===== config.mk =====
export PLATFORM = sky130hd
export DESIGN_NAME = ws2812_frame_cfg
export DESIGN_NICKNAME = d
export VERILOG_FILES = /design/src/rtl/ws2812_pkg.sv /design/src/rtl/ws2812_glyph_rom.sv /design/src/rtl/ws2812_frame_cfg.sv
export SDC_FILE = /design/constraint.sdc
export NUM_CORES = 1
export LEC_CHECK = 0
export CAP_MARGIN = 20
export CORE_UTILIZATION = 25
export CTS_BUF_LIST = sky130_fd_sc_hd__clkbuf_16
export CTS_CLUSTER_SIZE = 16
export DETAILED_ROUTE_END_ITERATION = 16
export PLACE_DENSITY = 0.47
export SLEW_MARGIN = 5
export SYNTH_ARGS = -nofsm -noshare
export SYNTH_HDL_FRONTEND = slang
export SYNTH_HIERARCHICAL = 1
export SYNTH_SLANG_ARGS = --single-unit
export TNS_END_PERCENT = 50

===== constraint.sdc =====
create_clock -name sys_clk -period 3.6 [get_ports sys_clk]
set_input_delay 0.36 -clock sys_clk [delete_from_list [all_inputs] [get_ports sys_clk]]
set_output_delay 0.36 -clock sys_clk [all_outputs]
set_load 0.1 [all_outputs]

===== src/rtl/ws2812_pkg.sv =====
// Shared types and constants for the WS2812 frame colour source:
// FSM states, glyph codes and the per-channel colour width.
package ws2812_pkg;

    localparam int CH_W = 8;

    typedef enum logic [1:0] {
        S_WAIT  = 2'd0,
        S_START = 2'd1,
        S_FEED  = 2'd2,
        S_GAP   = 2'd3
    } state_t;

    localparam logic [1:0] GLY_BLANK = 2'd0;
    localparam logic [1:0] GLY_S     = 2'd1;
    localparam logic [1:0] GLY_D     = 2'd2;

    // Brightness scaling is a plain logical right shift of one channel.
    function automatic logic [CH_W-1:0] ch_shift(input logic [CH_W-1:0] v,
                                                 input logic [2:0]      s);
        return v >> s;
    endfunction

endpackage


===== src/rtl/ws2812_glyph_rom.sv =====
// 8x8 glyph bitmaps; rows top to bottom, pixel 0 at the top-left, MSB of a
// row byte is the leftmost column. Code 3 is unused and reads as blank.
module ws2812_glyph_rom
    import ws2812_pkg::*;
(
    input  logic [1:0] glyph,
    input  logic [5:0] pix,
    output logic       mask
);

    logic [7:0] row_bits;

    always_comb begin
        row_bits = 8'h00;
        case (glyph)
            GLY_S: begin
                case (pix[5:3])
                    3'd0: row_bits = 8'h7E;
                    3'd1: row_bits = 8'hC0;
                    3'd2: row_bits = 8'hC0;
                    3'd3: row_bits = 8'h7C;
                    3'd4: row_bits = 8'h06;
                    3'd5: row_bits = 8'h06;
                    3'd6: row_bits = 8'hFC;
                    3'd7: row_bits = 8'h00;
                endcase
            end
            GLY_D: begin
                case (pix[5:3])
                    3'd0: row_bits = 8'hF8;
                    3'd1: row_bits = 8'hCC;
                    3'd2: row_bits = 8'hC6;
                    3'd3: row_bits = 8'hC6;
                    3'd4: row_bits = 8'hC6;
                    3'd5: row_bits = 8'hCC;
                    3'd6: row_bits = 8'hF8;
                    3'd7: row_bits = 8'h00;
                endcase
            end
            default: row_bits = 8'h00;
        endcase
    end

    assign mask = row_bits[3'd7 - pix[2:0]];

endmodule


===== src/rtl/ws2812_frame_cfg.sv =====
// Per-pixel colour source and frame pacer for chained WS2812 8x8 panels.
// Optional blink of foreground pixels every 16 frames with WS2812_BLINK_EN.
module ws2812_frame_cfg
    import ws2812_pkg::*;
#(
    parameter int          NUM_PIX   = 64,
    parameter int          IDX_W     = 6,
    parameter int          WAIT_CYC  = 1_000_000,
    parameter int          GAP_CYC   = 50_000,
    parameter logic [23:0] BG_GRB    = 24'h17_06_18,
    parameter int          SHIFT_RST = 3
`ifdef WS2812_BLINK_EN
    ,
    parameter bit          BLINK_ON  = 1'b1
`endif
)(
    input  logic             sys_clk,
    input  logic             sys_rst_n,
    input  logic             cfg_start,
    input  logic [4:0]       key,
    input  logic [7:0]       data_r,
    input  logic [7:0]       data_g,
    input  logic [7:0]       data_b,
    output logic             ws2812_start,
    output logic [IDX_W-1:0] cfg_num,
    output logic [23:0]      cfg_data,
    output logic             frame_done,
    output logic             busy
);

    localparam int CNT_MAX = (WAIT_CYC > GAP_CYC) ? WAIT_CYC : GAP_CYC;
    localparam int CNT_W   = $clog2(CNT_MAX + 1);

    state_t           state_q;
    logic [CNT_W-1:0] cnt_q;
    logic [IDX_W-1:0] cfg_num_q;
    logic             start_q;
    logic             done_q;
    logic             busy_q;
    logic [1:0]       glyph_req_q, glyph_req_d, glyph_act_q;
    logic [2:0]       shift_req_q, shift_req_d, shift_act_q;

    // Keys only touch the request registers; the frame uses the _act copies.
    always_comb begin
        glyph_req_d = glyph_req_q;
        case (key[4:2])
            3'b001:  glyph_req_d = GLY_S;
            3'b010:  glyph_req_d = GLY_D;
            3'b100:  glyph_req_d = GLY_BLANK;
            default: glyph_req_d = glyph_req_q;
        endcase

        shift_req_d = shift_req_q;
        if (key[1] && !key[0] && shift_req_q != 3'd0) begin
            shift_req_d = shift_req_q - 3'd1;
        end else if (key[0] && !key[1] && shift_req_q != 3'd7) begin
            shift_req_d = shift_req_q + 3'd1;
        end
    end

    always_ff @(posedge sys_clk) begin
        if (!sys_rst_n) begin
            glyph_req_q <= GLY_BLANK;
            shift_req_q <= 3'(SHIFT_RST);
        end else begin
            glyph_req_q <= glyph_req_d;
            shift_req_q <= shift_req_d;
        end
    end

    always_ff @(posedge sys_clk) begin
        if (!sys_rst_n) begin
            state_q     <= S_WAIT;
            cnt_q       <= '0;
            cfg_num_q   <= '0;
            start_q     <= 1'b0;
            done_q      <= 1'b0;
            busy_q      <= 1'b0;
            glyph_act_q <= GLY_BLANK;
            shift_act_q <= 3'(SHIFT_RST);
        end else begin
            start_q <= 1'b0;
            done_q  <= 1'b0;
            case (state_q)
                S_WAIT: begin
                    if (cnt_q == CNT_W'(WAIT_CYC - 1)) begin
                        cnt_q   <= '0;
                        state_q <= S_START;
                        start_q <= 1'b1;
                        busy_q  <= 1'b1;
                    end else begin
                        cnt_q <= cnt_q + 1'b1;
                    end
                end
                S_START: begin
                    glyph_act_q <= glyph_req_q;
                    shift_act_q <= shift_req_q;
                    cfg_num_q   <= '0;
                    state_q     <= S_FEED;
                end
                S_FEED: begin
                    if (cfg_start) begin
                        if (cfg_num_q == IDX_W'(NUM_PIX - 1)) begin
                            cfg_num_q <= '0;
                            done_q    <= 1'b1;
                            busy_q    <= 1'b0;
                            cnt_q     <= '0;
                            state_q   <= S_GAP;
                        end else begin
                            cfg_num_q <= cfg_num_q + 1'b1;
                        end
                    end
                end
                S_GAP: begin
                    if (cnt_q == CNT_W'(GAP_CYC - 1)) begin
                        cnt_q   <= '0;
                        state_q <= S_START;
                        start_q <= 1'b1;
                        busy_q  <= 1'b1;
                    end else begin
                        cnt_q <= cnt_q + 1'b1;
                    end
                end
                default: state_q <= S_WAIT;
            endcase
        end
    end

    assign ws2812_start = start_q;
    assign frame_done   = done_q;
    assign busy         = busy_q;
    assign cfg_num      = cfg_num_q;

    logic mask;
    logic fg_en;

    ws2812_glyph_rom u_rom (
        .glyph (glyph_act_q),
        .pix   (cfg_num_q[5:0]),
        .mask  (mask)
    );

`ifdef WS2812_BLINK_EN
    logic [3:0] blink_cnt_q;

    always_ff @(posedge sys_clk) begin
        if (!sys_rst_n) begin
            blink_cnt_q <= 4'd0;
        end else if (done_q) begin
            blink_cnt_q <= blink_cnt_q + 4'd1;
        end
    end

    assign fg_en = mask && !(BLINK_ON && blink_cnt_q[3]);
`else
    assign fg_en = mask;
`endif

    logic [23:0] raw_grb;
    assign raw_grb = fg_en ? {data_g, data_r, data_b} : BG_GRB;

    genvar gi;
    generate
        for (gi = 0; gi < 3; gi++) begin : g_ch
            assign cfg_data[gi*CH_W +: CH_W] = ch_shift(raw_grb[gi*CH_W +: CH_W], shift_act_q);
        end
    endgenerate

endmodule

==> flow_metrics.py <==
metrics = {
    "outcome": {
        "status": "completed",
    },
    "worst_setup_path": {
        "cpLargestDelayFamily": "compound AO/OA/AOI/OAI gates",
        "worst_reg2reg_path_length_in_cells": 6,
        "timing.critical_path.cells": "inv_1 -> ha_1 -> nand2b_1 -> o211ai_1 -> a311oi_1 -> a32o_2 -> nand2_1 -> mux2_2 -> a221o_1 -> o21ai_2 -> buf_12",
        "critPathArrivalTime_ns": 3.02,
        "cp_slowest_cell": "dfxtp_4",
        "worst-setup-path-type": "reg2out",
        "startpoint_type": "register",
        "path_depth": 11,
        "crit_fanout": 15,
        "critPathBufInv": 2,
        "timing.critical_path.slowest_cell_delay_ns": 0.40,
        "timing.critical_path.required_ns": 3.24,
        "worst_setup_path_end_kind": "output pin",
    },
    "global_routing": {
        "grt_pass1_vias": 2936,
        "grt_remaining_overflow": 0,
        "global_route.usage.total_pct": 13.6,
        "antenna_found_initial": 0,
        "grt_pass1_wl_mm": 14.8,
        "grt_max_degree": 31,
    },
    "drt": {
        "drt-total-wl_mm": 9.11,
        "drt-initial-drc-count": 182,
        "first_pass_iters": 4,
        "routedWlPerCell_um": 13.9,
        "drt-vias-per-instance": 4.83,
        "total_vias_in_the_final_route": 3164,
        "remaining_drc_errors": 0,
        "drtAntennaViolNets": 0,
    },
    "synthesis": {
        "post_synth_instance_area_um2": 3250,
        "synth.largest_area_cell": "dfxtp_1",
        "yosys_synthesis_warning_count": 6,
        "synth_nets": 474,
        "ys_flop_type": "dfxtp_1",
        "synth-edff-count": 0,
        "synth.avg_cell_area_um2": 7.61,
        "synth_sequential_area_ratio_pct": 25.3,
        "synth_area_leaders": "dfxtp_1 (25%), nand2_1 (6.7%), mux2i_1 (6.2%)",
        "async_reset_ff_share_pct": 0,
        "post-synth-top-area-fraction_pct": 25.3,
        "synth.ff_latch_count": 41,
        "synth.lib_cells_used.distinct": 64,
        "synth_cells": 427,
    },
    "worst_hold_path": {
        "holdCritPathClass": "reg2reg",
        "hold_depth": 2,
    },
    "clock_tree": {
        "ctsHoldBuffers": 0,
        "clk_path_buf_depth": 2,
        "cts_root_buf": "clkbuf_16",
        "cts.reportedPaths.clkPinSlew_ns": 0.06,
        "cts_buffers": 5,
        "tritoncts": "yes",
        "cts-htree-levels": 2,
        "worst_skew_pair.late_latency_ns": 0.28,
        "cts.sinks": 41,
    },
    "die": {
        "dieWidth_um": 116,
        "core-area_um2": 12700,
        "die_y_um": 116,
        "floorplan.die_area_um2": 13500,
        "floorplan.initialDensity_pct": 25.7,
        "floorplan.rows": 41,
        "ioPinCount": 65,
    },
    "timing": {
        "report.final.setup_viol": 0,
        "timing_max_transition_violations_final": 0,
        "setup_slack_ns": 0.219,
        "finalHoldViolations": 0,
        "timing.clock.skew_ns": 0.00358,
        "fmaxAchievable_ghz": 0.296,
        "unrepaired_setup_endpoints_after_global_routing": "false",
        "final.period_utilization_pct": 93.9,
        "worstMarginPinSlew_ns": 0.972,
        "setup_total_negative_slack_ns": 0,
        "relSlewSlack_pct": 35.0,
        "finalCriticalPeriod_ns": 3.38,
    },
    "flow_run": {
        "maxCapViolations": 0,
    },
    "place": {
        "detailedPlace.worstSlack_ns": 0.268,
        "place.gp.congestion": 0.807,
        "post_dp_cell_area_um2": 4420,
        "port_buffers": 64,
        "dp_hpwl_mm": 6.95,
    },
    "final_layout": {
        "num_antenna_cells": 0,
        "area_delta_synth_final_pct": 41.7,
        "final_core_utilization_pct": 36.4,
        "drive_above_1_share_pct": 16.6,
        "layout.nets": 529,
        "final_cell_area_um2": 4610,
    },
    "power_and_ir_drop": {
        "power.density_nw_per_um2": 355,
        "p_leak_nw": 1.63,
        "max-vdd-ir-drop_mv": 0.236,
    },
}
logic make-up (layout without fill, tap and decap cells):
| logic type | count (synthesis) | after routing | synth area share, % |
|---|---|---|---|
| AO/OA/AOI/OAI | 96 | 96 | 21.4 |
| XOR/XNOR | 16 | 16 | 4.31 |
| adder cells (fa/ha/maj) | 15 | 15 | 6.00 |
| buffers and inverters | 50 | 106 | 6.54 |
| flip-flops | 41 | 41 | 25.3 |
| multiplexers | 29 | 29 | 9.39 |
| AND/OR/NAND/NOR | 180 | 180 | 27.1 |
metrics by stage:
stage / cells / power (mW) / hold slack, ns
after global routing: 655 / 1.72 / 0.520
after global placement: 645 / 1.14 / 0.456
after floorplan: 427 / 0.953 / 0.464
after CTS: 653 / 1.65 / 0.488
after detailed placement: 645 / 1.14 / 0.477
final: 655 / 1.63 / 0.477
worst register-to-register path, cell delays in order, from the launching register on:
cell     delay (ns)
dfxtp_1        0.37
ha_1           0.20
nand3_1        0.17
or3_1          0.41
o31a_1         0.42
o41ai_4        0.74
nor2_1         0.13
worst paths after layout:
kind	start	end	slack (ns)
max	cfg_num[4]$_SDFFE_PN0P_	cfg_data[17]	0.22
max reg2reg	cnt_q[0]$_SDFFE_PN0P_	cnt_q[8]$_SDFFE_PN0P_	1.03
min reg2reg	busy$_SDFFE_PN0P_	busy$_SDFFE_PN0P_	0.48
min	busy$_SDFFE_PN0P_	busy$_SDFFE_PN0P_	0.48
cell type report:
| cell class | count | area (um^2) |
|---|---|---|
| inverter | 24 | 90.1 |
| multi-input combinational | 336 | 2350 |
| timing repair buffer | 74 | 956 |
| clock inverter | 3 | 37.5 |
| tap | 172 | 215 |
| clock buffer | 5 | 125 |
| fill | 1306 | 8060 |
| sequential | 41 | 831 |
routing by layer:
metal / wire length, um / global-route usage, % / vias to the layer above / share of wire [%]
li1: - / - / 1639 / -
met2: 4270 / 22.4 / 63 / 47
met5: 0 / 0 / - / 0
met4: 46 / 3.42 / 0 / 0.51
met1: 4470 / 18.6 / 1457 / 49
met3: 317 / 2.09 / 5 / 3.5
cells in the mapped netlist, drive strengths merged, types with 2 or more instances:
master,number
a211oi,4
a21oi,17
a221o,2
a221oi,3
a31oi,3
a32oi,2
and2,5
and3,4
buf,10
clkbuf,16
dfxtp,41
ha,14
inv,24
mux2,9
mux2i,20
nand2,58
nand2b,6
nand3,16
nand4,3
nor2,41
nor2b,11
nor3,8
nor3b,2
nor4,10
nor4b,3
o2111ai,7
o211ai,5
o21a,4
o21ai,23
o22a,2
o22ai,6
o311ai,2
o31ai,2
o32ai,2
o41ai,2
or2,2
or3,4
or4,3
xnor2,15
flip-flops by register name, indices dropped and copies added (netlist names):
name / flops
frame_done: 1
busy: 1
state_q: 2
glyph_req_q: 2
ws2812_start: 1
cnt_q: 20
cfg_num: 6
shift_act_q: 3
shift_req_q: 3
glyph_act_q: 2
report_power, final:
group	internal (mW)	total (mW)	switching (mW)
Sequential	0.484	0.523	0.0387
Combinational	0.232	0.611	0.378
Clock	0.322	0.500	0.178
Total	1.04	1.63	0.595
timing repair:
action | in CTS | in global routing
endpoints found under the setup margin | 3 | 3
buffers inserted | 0 | 2
pin swaps | 0 | 1
resized for setup | 1 | 2
layout by cell type (no fill, tap or decap), types with 3 or more instances in the layout:
cell,n
buf_12,24
o22ai_2,3
nand3_1,16
nor4_1,10
o21a_1,4
nor3_4,3
and3_1,4
nand4_1,3
ha_1,14
nor2b_1,11
nor3_1,5
a31oi_1,3
nand2b_1,6
a21oi_1,14
mux2_2,8
nor4b_1,3
clkdlybuf4s50_1,40
o21ai_0,17
nor2_1,36
dfxtp_1,37
xnor2_1,15
nand2_1,58
nor2_2,4
o2111ai_1,7
o211ai_1,5
or3_1,3
clkbuf_16,5
inv_1,25
and2_1,4
buf_4,10
a211oi_1,3
mux2i_1,20
o22ai_1,3
Note: power is estimated with default switching activity, not from simulation.
